[src/rtl/packing_data_register_if.sv]
// Bus bundle for packing_data_register: operation/lane inputs from the producer,
// assembled word and status back to it.
interface packing_data_register_if #(
  parameter int WIDTH    = 32,
  parameter int IN_WIDTH = 8
);
  localparam int LANES = WIDTH / IN_WIDTH;
  localparam int CW    = $clog2(LANES + 1);

  logic                E;
  logic [2:0]          FunSel;
  logic [IN_WIDTH-1:0] In;
  logic                Ack;
  logic [WIDTH-1:0]    Out;
  logic [CW-1:0]       Count;
  logic                Full;
  logic                Overrun;

  modport master (
    output E, FunSel, In, Ack,
    input  Out, Count, Full, Overrun
  );

  modport slave (
    input  E, FunSel, In, Ack,
    output Out, Count, Full, Overrun
  );
endinterface

[src/rtl/packing_data_register.sv]
// Word-assembling data register: extend-loads, shift-inserts and rotates IN_WIDTH lanes
// into a WIDTH-bit word, counting inserted lanes and flagging full/overrun.
module packing_data_register #(
  parameter int WIDTH    = 32,
  parameter int IN_WIDTH = 8
) (
  input  logic                   clock,
  input  logic                   reset_n,
  packing_data_register_if.slave bus
);
  localparam int LANES = WIDTH / IN_WIDTH;
  localparam int CW    = $clog2(LANES + 1);
  localparam logic [CW-1:0] LANES_C = CW'(LANES);
  localparam logic [CW-1:0] ONE_C   = CW'(1);

  typedef enum logic [2:0] {
    OP_SEXT = 3'b000,
    OP_ZEXT = 3'b001,
    OP_SHL  = 3'b010,
    OP_SHR  = 3'b011,
    OP_CLR  = 3'b100,
    OP_HOLD = 3'b101,
    OP_ROL  = 3'b110,
    OP_ROR  = 3'b111
  } op_e;

  logic [WIDTH-1:0] out_q, out_d;
  logic [CW-1:0]    count_q, count_d;
  logic             overrun_q, overrun_d;
  logic             full;
  logic             ack_take;
  op_e              op;

  assign op       = op_e'(bus.FunSel);
  assign full     = (count_q == LANES_C);
  assign ack_take = bus.Ack && full;

  // A consumed word restarts the count unless the operation sets it itself;
  // a shift-insert together with Ack starts a fresh word instead of overrunning.
  always_comb begin
    out_d     = out_q;
    count_d   = ack_take ? '0 : count_q;
    overrun_d = overrun_q;
    if (bus.E) begin
      case (op)
        OP_SEXT: begin
          out_d   = {{(WIDTH-IN_WIDTH){bus.In[IN_WIDTH-1]}}, bus.In};
          count_d = ONE_C;
        end
        OP_ZEXT: begin
          out_d   = {{(WIDTH-IN_WIDTH){1'b0}}, bus.In};
          count_d = ONE_C;
        end
        OP_SHL, OP_SHR: begin
          if (op == OP_SHL) out_d = {out_q[WIDTH-IN_WIDTH-1:0], bus.In};
          else              out_d = {bus.In, out_q[WIDTH-1:IN_WIDTH]};
          if (ack_take) begin
            count_d = ONE_C;
          end else if (full) begin
            count_d   = LANES_C;
            overrun_d = 1'b1;
          end else begin
            count_d = count_q + ONE_C;
          end
        end
        OP_CLR: begin
          out_d     = '0;
          count_d   = '0;
          overrun_d = 1'b0;
        end
        OP_HOLD: begin
        end
        OP_ROL: out_d = {out_q[WIDTH-IN_WIDTH-1:0], out_q[WIDTH-1:WIDTH-IN_WIDTH]};
        OP_ROR: out_d = {out_q[IN_WIDTH-1:0], out_q[WIDTH-1:IN_WIDTH]};
      endcase
    end
  end

  always_ff @(posedge clock or negedge reset_n) begin
    if (!reset_n) begin
      out_q     <= '0;
      count_q   <= '0;
      overrun_q <= 1'b0;
    end else begin
      out_q     <= out_d;
      count_q   <= count_d;
      overrun_q <= overrun_d;
    end
  end

  assign bus.Out     = out_q;
  assign bus.Count   = count_q;
  assign bus.Full    = full;
  assign bus.Overrun = overrun_q;
endmodule
[src/flat_wrapper.sv]
// flat-port wrapper written by rule: the top's interface ports become plain ports
module packing_data_register_flat 
#(
  parameter int WIDTH    = 32,
  parameter int IN_WIDTH = 8
)
  (clock, reset_n, bus_E, bus_FunSel, bus_In, bus_Ack, bus_Out, bus_Count, bus_Full, bus_Overrun);
  packing_data_register_if #(.WIDTH(WIDTH), .IN_WIDTH(IN_WIDTH)) bus_i ();
  input  logic clock;
  input  logic reset_n;
  input wire logic [$bits(bus_i.E)-1:0] bus_E;
  input wire logic [$bits(bus_i.FunSel)-1:0] bus_FunSel;
  input wire logic [$bits(bus_i.In)-1:0] bus_In;
  input wire logic [$bits(bus_i.Ack)-1:0] bus_Ack;
  output wire logic [$bits(bus_i.Out)-1:0] bus_Out;
  output wire logic [$bits(bus_i.Count)-1:0] bus_Count;
  output wire logic [$bits(bus_i.Full)-1:0] bus_Full;
  output wire logic [$bits(bus_i.Overrun)-1:0] bus_Overrun;
  assign bus_i.E = bus_E;
  assign bus_i.FunSel = bus_FunSel;
  assign bus_i.In = bus_In;
  assign bus_i.Ack = bus_Ack;
  assign bus_Out = bus_i.Out;
  assign bus_Count = bus_i.Count;
  assign bus_Full = bus_i.Full;
  assign bus_Overrun = bus_i.Overrun;
  packing_data_register #(.WIDTH(WIDTH), .IN_WIDTH(IN_WIDTH)) u_core (.clock(clock), .reset_n(reset_n), .bus(bus_i));
endmodule
[config.mk]
export PLATFORM = sky130hd
export DESIGN_NAME = packing_data_register_flat
export DESIGN_NICKNAME = d
export VERILOG_FILES = /design/src/rtl/packing_data_register_if.sv /design/src/rtl/packing_data_register.sv /design/src/flat_wrapper.sv
export SDC_FILE = /design/constraint.sdc
export NUM_CORES = 1
export LEC_CHECK = 0
export CORE_UTILIZATION = 37
export CTS_CLUSTER_DIAMETER = 50
export DETAILED_ROUTE_END_ITERATION = 16
export SYNTH_ARGS = -nofsm -noshare
export SYNTH_HDL_FRONTEND = slang
export SYNTH_SLANG_ARGS = --single-unit
[constraint.sdc]
create_clock -name clock -period 1.4 [get_ports clock]
set_input_delay 0.21 -clock clock [delete_from_list [all_inputs] [get_ports clock]]
set_output_delay 0.21 -clock clock [all_outputs]
set_load 0.02 [all_outputs]
==> flow_metrics.tcl <==
set metrics [dict create \
    post_cts_buffers 0 \
    dp_hpwl_mm 3.742 \
    r2r_end "u_core.bus.Count[2]" \
    grt_use_total_pct 19.16 \
    drtIter0Drc 65 \
    htree_levels 2 \
    place.port_buffers 51 \
    dieArea_sq_mm 0.006157 \
    rrSetupSlack_ns 0.01 \
    most-common-layout-cells "36 x dlygate4sd2_1, 36 x dfrtp_1, 26 x nand2_1, 25 x buf_4, 17 x a2bb2oi_1" \
    synth.avg_cell_area_sq_um 10.20 \
    worstPathArrival_ns 1.57 \
    die_w_microns 78.47 \
    holdCritPathClass "primary input to async pin" \
    rsz0062_at_grt "true" \
    overflow 0 \
    diodes 0 \
    antenna_found_initial 0 \
    worstPathRequired_ns 1.58 \
    cts_made_buffers 5 \
    cts_sinks 36 \
    yosysWarnings 0 \
    worst_path_max_delay_cell "dfrtp_1" \
    start_kind "register" \
    synth_area_sq_mm 0.002163 \
    cts_tree "done" \
    areaGrowthSynthToFinish_pct 38.46 \
    synth.area.top_cells "dfrtp_1 42%, mux2_2 8.3%, a2bb2oi_1 6.9%" \
    design_area_sq_mm 0.002995 \
    synthArstFlopShare_pct 100.0 \
    final_max_slew_viol_count 0 \
    gp_congestion 0.7606 \
    insertion_delay_ns 0.29 \
    drcViolationCount 0 \
    critPathBufInv 1 \
    peakVddDrop_v 0.0006507 \
    drtAntennaViolNets 0 \
    rows 27 \
    synth_cell_types 37 \
    synthCells 212 \
    ys.flop_type "dfrtp_1" \
    synth_seq_cells 36 \
    crit_path_end_kind "register" \
    setup.worst_path.class "register to register" \
    r2r-start "u_core.bus.Count[0]" \
    cp_num_cells 5 \
    io_pins 52 \
    status "completed" \
    maxCapViolCount 0 \
    grt_pass1_wl_mm 9.149 \
    vias_per_cell 5.287 \
    grt_max_degree 29 \
    setup_ws_ns 0.01397 \
    yosysSeqAreaShare_pct 41.64 \
    dr.pass1.iters 4 \
    first_global_vias 1824 \
    yosys.area.top_type "dfrtp_1" \
    synth-edff-count 0 \
    finalWirelength_mm 5.434 \
    cts_root_buf "clkbuf_8" \
    period_minus_slack_ns 1.386 \
    max_freq_ghz 0.7215 \
    cp_top_family "compound AO/OA/AOI/OAI gates" \
    max_stage_delay_ns 0.38 \
    max_slew_margin_pct 71.76 \
    p_leak_nw 1.388 \
    cts_buffer_depth 2 \
    start_util_pct 38.81 \
    placed_area_sq_mm 0.002928 \
    crit_end "u_core.bus.Count[2]" \
    worstPathCellList "buf_4 -> ha_2 -> and3b_1 -> o21a_1 -> o221a_2" \
    clkTransAtPathRegs_ns 0.08 \
    tightest_slew_ns 0.4236 \
    setup_viol 0 \
    cp-startpoint "u_core.bus.Count[0]" \
    via_count 1877 \
    place_ws_ns -0.2677 \
    finalClockSkew_ns 0.009793 \
    final.period_utilization_pct 99.00 \
    syn_nets 229 \
    worstRegToRegCells 5 \
    powerDensity_mw_per_mm2 1155 \
    timing.final.hold_violations 0 \
    nNetsFinal 299 \
    fp.dieH_microns 78.47 \
    yosysTopAreaCellShare_pct 41.64 \
    layout-drive-gt1-share_pct 24.03 \
    wire_per_inst_microns 15.31 \
    coreArea_sq_mm 0.005574 \
    crit_fanout 4 \
]
## cell usage after synthesis, drive strengths merged, types with 2 or more instances
cell,instances
dfrtp,36
nand2,26
a2bb2oi,17
mux2,16
o21ai,16
a21oi,14
buf,14
and2,9
o22a,9
a31oi,8
and3b,8
mux2i,8
clkbuf,5
inv,3
ha,2
nand3,2
nand3b,2
o211ai,2
## sequential cells by signal, indices dropped and copies added, names as in the netlist
| name | cells |
|---|---|
| u_core.bus.Overrun | 1 |
| u_core.bus.Count | 3 |
| u_core.bus.Out | 32 |
## routing by layer
metal  vias up  wire length [microns]  global-route usage (%)
met5         -                      0                       0
met1       893                   2751                   26.59
met2        49                   2385                   28.95
met4         0                     62                   5.741
met3         6                    235                   5.233
li1        929                      -                       -
## what timing repair did
item,4_1_cts,5_1_grt
hold endpoints to repair,16,0
endpoints found under the setup margin,38,25
hold buffers,1,0
pin swaps,0,1
gates resized for setup,45,2
## metrics by stage
step	util (%)	total power, mW	cells	setup TNS [ns]	hold slack, ns
global route	53.74	3.677	355	-0.06758	0.3986
CTS	53.69	3.488	355	0	0.3912
detailed placement	52.53	2.801	346	-8.880	0.1752
global placement	52.53	2.797	346	-8.733	0.1788
finish	53.74	3.461	355	0	0.3758
floorplan	-	2.121	212	0	-0.08559
## final cells by class
type	count	area, sq um
fillers	536	2579
multi-input cells	154	1144
flip-flops and latches	36	900.9
repair buffers	82	757.0
well taps	72	90.09
clock buffers	6	82.58
inverters	3	11.26
clock inverters	2	10.01
## where the power goes
part / internal (mW) / switching (mW) / total (mW)
Sequential: 1.21 / 0.160 / 1.37
Combinational: 0.665 / 0.644 / 1.31
Clock: 0.393 / 0.391 / 0.784
Total: 2.27 / 1.20 / 3.46
## worst min path at each step
stage	start	to	slack, ns	depth (start not counted)
after global routing	reset_n	u_core.bus.Overrun	0.40	2
after global placement	reset_n	u_core.bus.Count[2]	0.18	1
final	reset_n	u_core.bus.Count[2]	0.38	2
after floorplan	reset_n	u_core.bus.Count[0]	-0.09	0
after detailed placement	reset_n	u_core.bus.Count[2]	0.18	1
after CTS	reset_n	u_core.bus.Count[2]	0.39	2
## cell families (layout without fill, tap and decap cells)
group / after synthesis / count (layout) / share of synthesized area, %
flip-flops: 36 / 36 / 41.64
AND/OR/NAND/NOR: 53 / 53 / 14.29
adder cells (fa/ha/maj): 2 / 2 / 1.157
buffers and inverters: 22 / 93 / 5.841
AO/OA/AOI/OAI: 74 / 74 / 24.64
multiplexers: 24 / 24 / 12.03
XOR/XNOR: 1 / 1 / 0.4049
No activity file was read; power rests on OpenSTA's default activity.
